==> src/rtl/fifo_pkg.sv <==
// Shared helpers for sync_fifo_v2: width derivation, parameter legality checks
// and the per-cycle operation encoding used by the occupancy logic.
package fifo_pkg;

  // Accepted operation this cycle, packed as {write_accepted, read_accepted}.
  typedef enum logic [1:0] {
    OP_NONE = 2'b00,
    OP_RD   = 2'b01,
    OP_WR   = 2'b10,
    OP_BOTH = 2'b11
  } fifo_op_e;

  function automatic int addr_w(input int depth);
    return $clog2(depth);
  endfunction

  function automatic int cnt_w(input int depth);
    return $clog2(depth) + 1;
  endfunction

  function automatic bit is_pow2(input int v);
    return (v >= 2) && ((v & (v - 1)) == 0);
  endfunction

  function automatic bit af_ok(input int depth, input int af);
    return (af >= 1) && (af <= depth);
  endfunction

  function automatic bit ae_ok(input int depth, input int ae);
    return (ae >= 0) && (ae <= depth - 1);
  endfunction

endpackage

==> src/rtl/sync_fifo_v2_if.sv <==
// Producer/consumer-facing bundle of sync_fifo_v2. The FIFO uses the slave
// modport; the lane driving it (loader plus pipeline) uses master.
interface sync_fifo_v2_if
  import fifo_pkg::*;
#(
  parameter int DATA_WIDTH = 8,
  parameter int DEPTH      = 8
);

  localparam int CNT_W = cnt_w(DEPTH);

  logic                  clr;
  logic                  wren;
  logic [DATA_WIDTH-1:0] i_data;
  logic                  rden;
  logic [DATA_WIDTH-1:0] o_data;
  logic                  full;
  logic                  empty;
  logic                  almost_full;
  logic                  almost_empty;
  logic [CNT_W-1:0]      count;
  logic                  overflow;
  logic                  underflow;

  modport master (
    output clr, wren, i_data, rden,
    input  o_data, full, empty, almost_full, almost_empty, count,
           overflow, underflow
  );

  modport slave (
    input  clr, wren, i_data, rden,
    output o_data, full, empty, almost_full, almost_empty, count,
           overflow, underflow
  );

endinterface

==> src/rtl/fifo_mem.sv <==
// DEPTH x DATA_WIDTH register array: one synchronous write port and one
// combinational read port.
module fifo_mem
  import fifo_pkg::*;
#(
  parameter int DATA_WIDTH = 8,
  parameter int DEPTH      = 8,
  localparam int ADDR_W    = addr_w(DEPTH)
) (
  input  logic                  clk,
  input  logic                  we,
  input  logic [ADDR_W-1:0]     waddr,
  input  logic [DATA_WIDTH-1:0] wdata,
  input  logic [ADDR_W-1:0]     raddr,
  output logic [DATA_WIDTH-1:0] rdata
);

  logic [DATA_WIDTH-1:0] mem_q [DEPTH];

  // NOTE: storage has no reset; empty/count gate every read, so stale contents
  // are never observed and the array can map onto plain enable flops or LUT RAM.
  always_ff @(posedge clk) begin
    if (we) begin
      mem_q[waddr] <= wdata;
    end
  end

  assign rdata = mem_q[raddr];

endmodule

==> src/rtl/sync_fifo_v2.sv <==
// Parametrised synchronous FIFO with optional first-word-fall-through output,
// occupancy count, almost-full/empty thresholds, sync clear and sticky errors.
module sync_fifo_v2
  import fifo_pkg::*;
#(
  parameter int DATA_WIDTH = 8,
  parameter int DEPTH      = 8,
  parameter bit FWFT       = 1'b0,
  parameter int AF_THRESH  = DEPTH - 1,
  parameter int AE_THRESH  = 1
) (
  input logic            clk,
  input logic            rst_n,
  sync_fifo_v2_if.slave  bus
);

  localparam int ADDR_W = addr_w(DEPTH);
  localparam int CNT_W  = cnt_w(DEPTH);

  if (DATA_WIDTH < 1) begin : g_bad_width
    $error("sync_fifo_v2: DATA_WIDTH must be >= 1");
  end
  if (!is_pow2(DEPTH)) begin : g_bad_depth
    $error("sync_fifo_v2: DEPTH must be a power of two and >= 2");
  end
  if (!af_ok(DEPTH, AF_THRESH)) begin : g_bad_af
    $error("sync_fifo_v2: AF_THRESH must lie in 1..DEPTH");
  end
  if (!ae_ok(DEPTH, AE_THRESH)) begin : g_bad_ae
    $error("sync_fifo_v2: AE_THRESH must lie in 0..DEPTH-1");
  end

  // Pointers carry one extra bit and wrap modulo 2*DEPTH; only the low bits index.
  logic [CNT_W-1:0]      wr_ptr_q, wr_ptr_d;
  logic [CNT_W-1:0]      rd_ptr_q, rd_ptr_d;
  logic [CNT_W-1:0]      count_q, count_d;
  logic                  overflow_q, overflow_d;
  logic                  underflow_q, underflow_d;
  logic                  full, empty;
  logic                  wr_acc, rd_acc, mem_we;
  fifo_op_e              op;
  logic [DATA_WIDTH-1:0] mem_rdata;

  // Flags decode from registered count only, so they change just after an edge.
  assign full  = (count_q == CNT_W'(DEPTH));
  assign empty = (count_q == '0);

  assign wr_acc = bus.wren && (!full || bus.rden);
  assign rd_acc = bus.rden && !empty;
  assign op     = fifo_op_e'({wr_acc, rd_acc});
  assign mem_we = wr_acc && !bus.clr;

  // NOTE: every variable driven here gets a default first, so no path leaves
  // one unassigned and no latch is inferred.
  always_comb begin
    wr_ptr_d    = wr_ptr_q;
    rd_ptr_d    = rd_ptr_q;
    count_d     = count_q;
    overflow_d  = overflow_q;
    underflow_d = underflow_q;

    if (bus.clr) begin
      wr_ptr_d    = '0;
      rd_ptr_d    = '0;
      count_d     = '0;
      overflow_d  = 1'b0;
      underflow_d = 1'b0;
    end else begin
      case (op)
        OP_WR:   count_d = count_q + CNT_W'(1);
        OP_RD:   count_d = count_q - CNT_W'(1);
        default: count_d = count_q;
      endcase
      if (wr_acc) wr_ptr_d = wr_ptr_q + CNT_W'(1);
      if (rd_acc) rd_ptr_d = rd_ptr_q + CNT_W'(1);
      // A simultaneous pop frees a slot, so a full FIFO with rden is not an overflow.
      overflow_d  = overflow_q  | (bus.wren && full && !bus.rden);
      underflow_d = underflow_q | (bus.rden && empty);
    end
  end

  // NOTE: state registers use non-blocking assignments so every flop samples
  // the pre-edge values regardless of statement order.
  always_ff @(posedge clk or negedge rst_n) begin
    if (!rst_n) begin
      wr_ptr_q    <= '0;
      rd_ptr_q    <= '0;
      count_q     <= '0;
      overflow_q  <= 1'b0;
      underflow_q <= 1'b0;
    end else begin
      wr_ptr_q    <= wr_ptr_d;
      rd_ptr_q    <= rd_ptr_d;
      count_q     <= count_d;
      overflow_q  <= overflow_d;
      underflow_q <= underflow_d;
    end
  end

  fifo_mem #(
    .DATA_WIDTH (DATA_WIDTH),
    .DEPTH      (DEPTH)
  ) u_mem (
    .clk   (clk),
    .we    (mem_we),
    .waddr (wr_ptr_q[ADDR_W-1:0]),
    .wdata (bus.i_data),
    .raddr (rd_ptr_q[ADDR_W-1:0]),
    .rdata (mem_rdata)
  );

  if (FWFT) begin : g_fwft
    // Head of queue is visible directly; meaningless while empty.
    assign bus.o_data = mem_rdata;
  end else begin : g_std
    logic [DATA_WIDTH-1:0] rdata_q, rdata_d;

    always_comb begin
      rdata_d = rdata_q;
      if (bus.clr)     rdata_d = '0;
      else if (rd_acc) rdata_d = mem_rdata;
    end

    always_ff @(posedge clk or negedge rst_n) begin
      if (!rst_n) rdata_q <= '0;
      else        rdata_q <= rdata_d;
    end

    assign bus.o_data = rdata_q;
  end

  assign bus.full         = full;
  assign bus.empty        = empty;
  assign bus.almost_full  = (count_q >= CNT_W'(AF_THRESH));
  assign bus.almost_empty = (count_q <= CNT_W'(AE_THRESH));
  assign bus.count        = count_q;
  assign bus.overflow     = overflow_q;
  assign bus.underflow    = underflow_q;

endmodule

==> src/flat_wrapper.sv <==
// flat-port wrapper written by rule: the top's interface ports become plain ports
module sync_fifo_v2_flat import fifo_pkg::*;
#(
  parameter int DATA_WIDTH = 8,
  parameter int DEPTH      = 8,
  parameter bit FWFT       = 1'b0,
  parameter int AF_THRESH  = DEPTH - 1,
  parameter int AE_THRESH  = 1
)
  (clk, rst_n, bus_clr, bus_wren, bus_i_data, bus_rden, bus_o_data, bus_full, bus_empty, bus_almost_full, bus_almost_empty, bus_count, bus_overflow, bus_underflow);
  sync_fifo_v2_if #(.DATA_WIDTH(DATA_WIDTH), .DEPTH(DEPTH)) bus_i ();
  input logic clk;
  input logic rst_n;
  input wire logic [$bits(bus_i.clr)-1:0] bus_clr;
  input wire logic [$bits(bus_i.wren)-1:0] bus_wren;
  input wire logic [$bits(bus_i.i_data)-1:0] bus_i_data;
  input wire logic [$bits(bus_i.rden)-1:0] bus_rden;
  output wire logic [$bits(bus_i.o_data)-1:0] bus_o_data;
  output wire logic [$bits(bus_i.full)-1:0] bus_full;
  output wire logic [$bits(bus_i.empty)-1:0] bus_empty;
  output wire logic [$bits(bus_i.almost_full)-1:0] bus_almost_full;
  output wire logic [$bits(bus_i.almost_empty)-1:0] bus_almost_empty;
  output wire logic [$bits(bus_i.count)-1:0] bus_count;
  output wire logic [$bits(bus_i.overflow)-1:0] bus_overflow;
  output wire logic [$bits(bus_i.underflow)-1:0] bus_underflow;
  assign bus_i.clr = bus_clr;
  assign bus_i.wren = bus_wren;
  assign bus_i.i_data = bus_i_data;
  assign bus_i.rden = bus_rden;
  assign bus_o_data = bus_i.o_data;
  assign bus_full = bus_i.full;
  assign bus_empty = bus_i.empty;
  assign bus_almost_full = bus_i.almost_full;
  assign bus_almost_empty = bus_i.almost_empty;
  assign bus_count = bus_i.count;
  assign bus_overflow = bus_i.overflow;
  assign bus_underflow = bus_i.underflow;
  sync_fifo_v2 #(.DATA_WIDTH(DATA_WIDTH), .DEPTH(DEPTH), .FWFT(FWFT), .AF_THRESH(AF_THRESH), .AE_THRESH(AE_THRESH)) u_core (.clk(clk), .rst_n(rst_n), .bus(bus_i));
endmodule
==> config.mk <==
export PLATFORM = sky130hd
export DESIGN_NAME = sync_fifo_v2_flat
export DESIGN_NICKNAME = d
export VERILOG_FILES = /design/src/rtl/fifo_pkg.sv /design/src/rtl/sync_fifo_v2_if.sv /design/src/rtl/fifo_mem.sv /design/src/rtl/sync_fifo_v2.sv /design/src/flat_wrapper.sv
export SDC_FILE = /design/constraint.sdc
export NUM_CORES = 1
export LEC_CHECK = 0
export ABC_AREA = 0
export BUFFER_PORTS_ARGS = -buffer_cell sky130_fd_sc_hd__buf_2
export CORE_MARGIN = 4
export CORE_UTILIZATION = 57
export CTS_CLUSTER_DIAMETER = 200
export DETAILED_ROUTE_END_ITERATION = 6
export PLACE_DENSITY_LB_ADDON = 0.25
export SETUP_SLACK_MARGIN = 0.02
export SLEW_MARGIN = 30
export SYNTH_ARGS = -nofsm -noshare
export SYNTH_HDL_FRONTEND = slang
export SYNTH_SLANG_ARGS = --single-unit
==> constraint.sdc <==
create_clock -name clk -period 2.6 [get_ports clk]
set_clock_uncertainty 0.2 [all_clocks]
set_input_delay 0.13 -clock clk [delete_from_list [all_inputs] [get_ports clk]]
set_output_delay 0.13 -clock clk [all_outputs]
set_load 0.01 [all_outputs]
==> flow_metrics.env <==
export IMPL_status="finished, final reports clean"
export IMPL_hpwl_mm=4.47
export IMPL_rows=28
export IMPL_antenna_cells=0
export IMPL_synth_most_common_cell="edfxtp_1"
export IMPL_nets=304
export IMPL_period_share_pct=89.9
export IMPL_root_buffer="clkbuf_8"
export IMPL_postSynth_asyncResetShare_pct=23.8
export IMPL_ys_seq_area_share_pct=68.0
export IMPL_synthSimpleGateAreaFrac_pct=9.63
export IMPL_multi_input_area_um2=1050
export IMPL_die_w_um=87.0
export IMPL_dp_cells=336
export IMPL_synth_top_area_cell="edfxtp_1"
export IMPL_syn_nets=252
export IMPL_ys_top_cells_by_count="edfxtp_1 (64), nor2_1 (26), dfrtp_1 (20)"
export IMPL_maxSlewViolCount=0
export IMPL_synthXorXnorAreaFrac_pct=1.23
export IMPL_grt_pass1_vias=2086
export IMPL_overflow=0
export IMPL_core_um2=5990
export IMPL_syn_area_um2=3560
export IMPL_required_ns=2.64
export IMPL_setup_worst_path_end_class="flip-flop"
export IMPL_final_min_clock_period_ns=2.34
export IMPL_drv_cap=0
export IMPL_drcViolationCount=0
export IMPL_ant_nets=0
export IMPL_first_pass_iters=4
export IMPL_die_h_um=87.0
export IMPL_worst_pin_slew_ns=0.482
export IMPL_fillers=413
export IMPL_grt_pass1_wl_mm=11.0
export IMPL_wirelength_mm=6.84
export IMPL_synth_top_family_by_area="multiplexers"
export IMPL_vias=2103
export IMPL_ys_warn_count=0
export IMPL_postCtsSetupBuffers=0
export IMPL_holdBufCountCts=13
export IMPL_setup_viol=0
export IMPL_drt_iter0_markers=156
export IMPL_syn_avg_cell_area_um2=15.3
export IMPL_holdWs_ns=0.0626
export IMPL_rrSetupSlack_ns=0.26
export IMPL_gp_congestion=0.826
export IMPL_path_class="reg2reg"
export IMPL_hold_class="in2async"
export IMPL_cts_resized=0
export IMPL_synth_compound_area_share_pct=6.25
export IMPL_seqCellArea_um2=2420
export IMPL_synth_adder_area_share_pct=2.11
export IMPL_port_buffers=30
export IMPL_layout_setup_ws_ns=0.262
export IMPL_via_per_inst=5.76
export IMPL_drive_gt1_share_pct=25.2
export IMPL_final_cells=365
export IMPL_numCtsBuffers=9
export IMPL_fp_dieArea_um2=7580
export IMPL_avgRoutedWirePerCell_um=18.7
export IMPL_cts_path_max_buffers=2
export IMPL_grt_max_degree=27
export IMPL_muxShareOfSynthArea_pct=10.2
export IMPL_power_leakage_nw=1.58
export IMPL_antenna_found_initial=0
export IMPL_final_hold_viol_count=0
export IMPL_synth_top_area_share_pct=54.0
export IMPL_powerDensity_nw_per_um2=825
export IMPL_synthTopCellsByArea="edfxtp_1 (54%), dfrtp_1 (14%), mux4_2 (5.1%), mux2i_1 (4.2%), nor2_1 (2.7%)"
export IMPL_htreeDepth=3
export IMPL_start_util_pct=59.4
export IMPL_grt_setup_unrepaired="false"
export IMPL_ios=31
export IMPL_cts_sinks=84
export IMPL_ir_worst_vdd_uv=483
export IMPL_syn2layout_area_growth_pct=17.8
export IMPL_totalPowerFinal_w=0.00346
export IMPL_synth_edf_count=64
export IMPL_synth_seq_cells=84
export IMPL_syn_inst=233
export IMPL_track_usage_pct=20.2
export IMPL_dp_slack_ns=0.288
export IMPL_crit_fanout=7
export IMPL_cts_tree="yes"
export IMPL_path_clk_slew_ns=0.09
export IMPL_fmax_ghz=0.428
export IMPL_cp_arrival_ns=2.38
export IMPL_synthFlopType="edfxtp_1"
export IMPL_start_kind="flip-flop"
export IMPL_relSlewSlack_pct=67.9
export IMPL_clk_latency_ns=0.35
export IMPL_tns_ns=0
export IMPL_post_synth_num_cell_types=42
-- metrics by stage --
step,cell area (µm²),utilization [%]
3_5_place_dp,3820,63.8
5_1_grt,4200,70.1
3_3_place_gp,3820,63.8
4_1_cts,4200,70.1
6_report,4200,70.1
2_1_floorplan,3560,-
-- path summary, 6_finish.rpt --
| check | startpoint | endpoint | cells past startpoint |
|---|---|---|---|
| min in group clk | u_core.bus.o_data[0] | u_core.bus.o_data[0] | 1 |
| setup reg to reg | u_core.bus.count[0] | u_core.bus.count[2] | 7 |
| hold / removal | rst_n | u_core.wr_ptr_q[0] | 2 |
| setup / recovery | u_core.bus.count[0] | u_core.bus.count[2] | 7 |
| hold reg to reg | u_core.bus.o_data[0] | u_core.bus.o_data[0] | 1 |
| max in group asynchronous | rst_n | u_core.bus.o_data[7] | 2 |
-- registers in the layout (all words and copies together), names as in the netlist --
register and flops:
u_core.bus.count 4, u_core.bus.o_data 8, u_core.bus.overflow 1, u_core.bus.underflow 1, u_core.rd_ptr_q 3, u_core.u_mem.mem_q 64
u_core.wr_ptr_q 3
-- power breakdown --
part,total (W),switching (W),leakage (nW),internal [W]
logic,0.000760,0.000405,0.615,0.000355
clock network,0.00111,0.000470,0.116,0.000644
registers,0.00159,0.0000641,0.849,0.00152
total,0.00346,0.000939,1.58,0.00252
-- worst max-delay path, stage by stage (launching register included) --
cell      delay, ns
dfrtp_1        0.45
inv_1          0.10
ha_1           0.24
or3b_4         0.27
inv_2          0.06
or3b_1         0.38
a211oi_2       0.19
mux2_1         0.34
-- cell families after synthesis --
| kind of cell | count (synthesis) |
|---|---|
| muxes | 26 |
| xor gates and xnor gates | 5 |
| adders and majority gates | 6 |
| DFF | 84 |
| buffers and inverters | 18 |
| AOI/OAI and AO/OA | 27 |
| and+or+nand+nor | 67 |
-- cell usage in the layout, fill, tap and decap left out, drive strengths merged, types with 4 or more instances in the layout --
| cell type | count |
|---|---|
| a21oi | 5 |
| a221o | 7 |
| buf | 42 |
| clkbuf | 9 |
| dfrtp | 20 |
| dlygate4sd3 | 13 |
| edfxtp | 64 |
| ha | 6 |
| inv | 6 |
| mux2i | 15 |
| mux4 | 8 |
| nand2 | 11 |
| nand2b | 6 |
| nand3 | 4 |
| nor2 | 27 |
| nor3 | 5 |
| o2bb2ai | 7 |
| xor2 | 4 |
-- layer usage --
metal / share of wire, % / global-route usage (%) / routed length [µm] / up-vias
met3: 4.6 / 3.69 / 312 / 7
li1: - / - / - / 987
met1: 43 / 27.2 / 2960 / 1064
met5: 0 / 0 / 0 / -
met4: 1.0 / 9.63 / 70 / 0
met2: 51 / 32.0 / 3500 / 45
-- layout make-up --
class,count,area share (%)
clock buffers,9,2.95
flip-flops and latches,84,57.7
multi-input cells,131,25.0
well taps,75,2.24
repair buffers,55,8.83
inverters,4,0.358
clock inverters,7,2.92
Note: power is estimated with default switching activity, not from simulation.
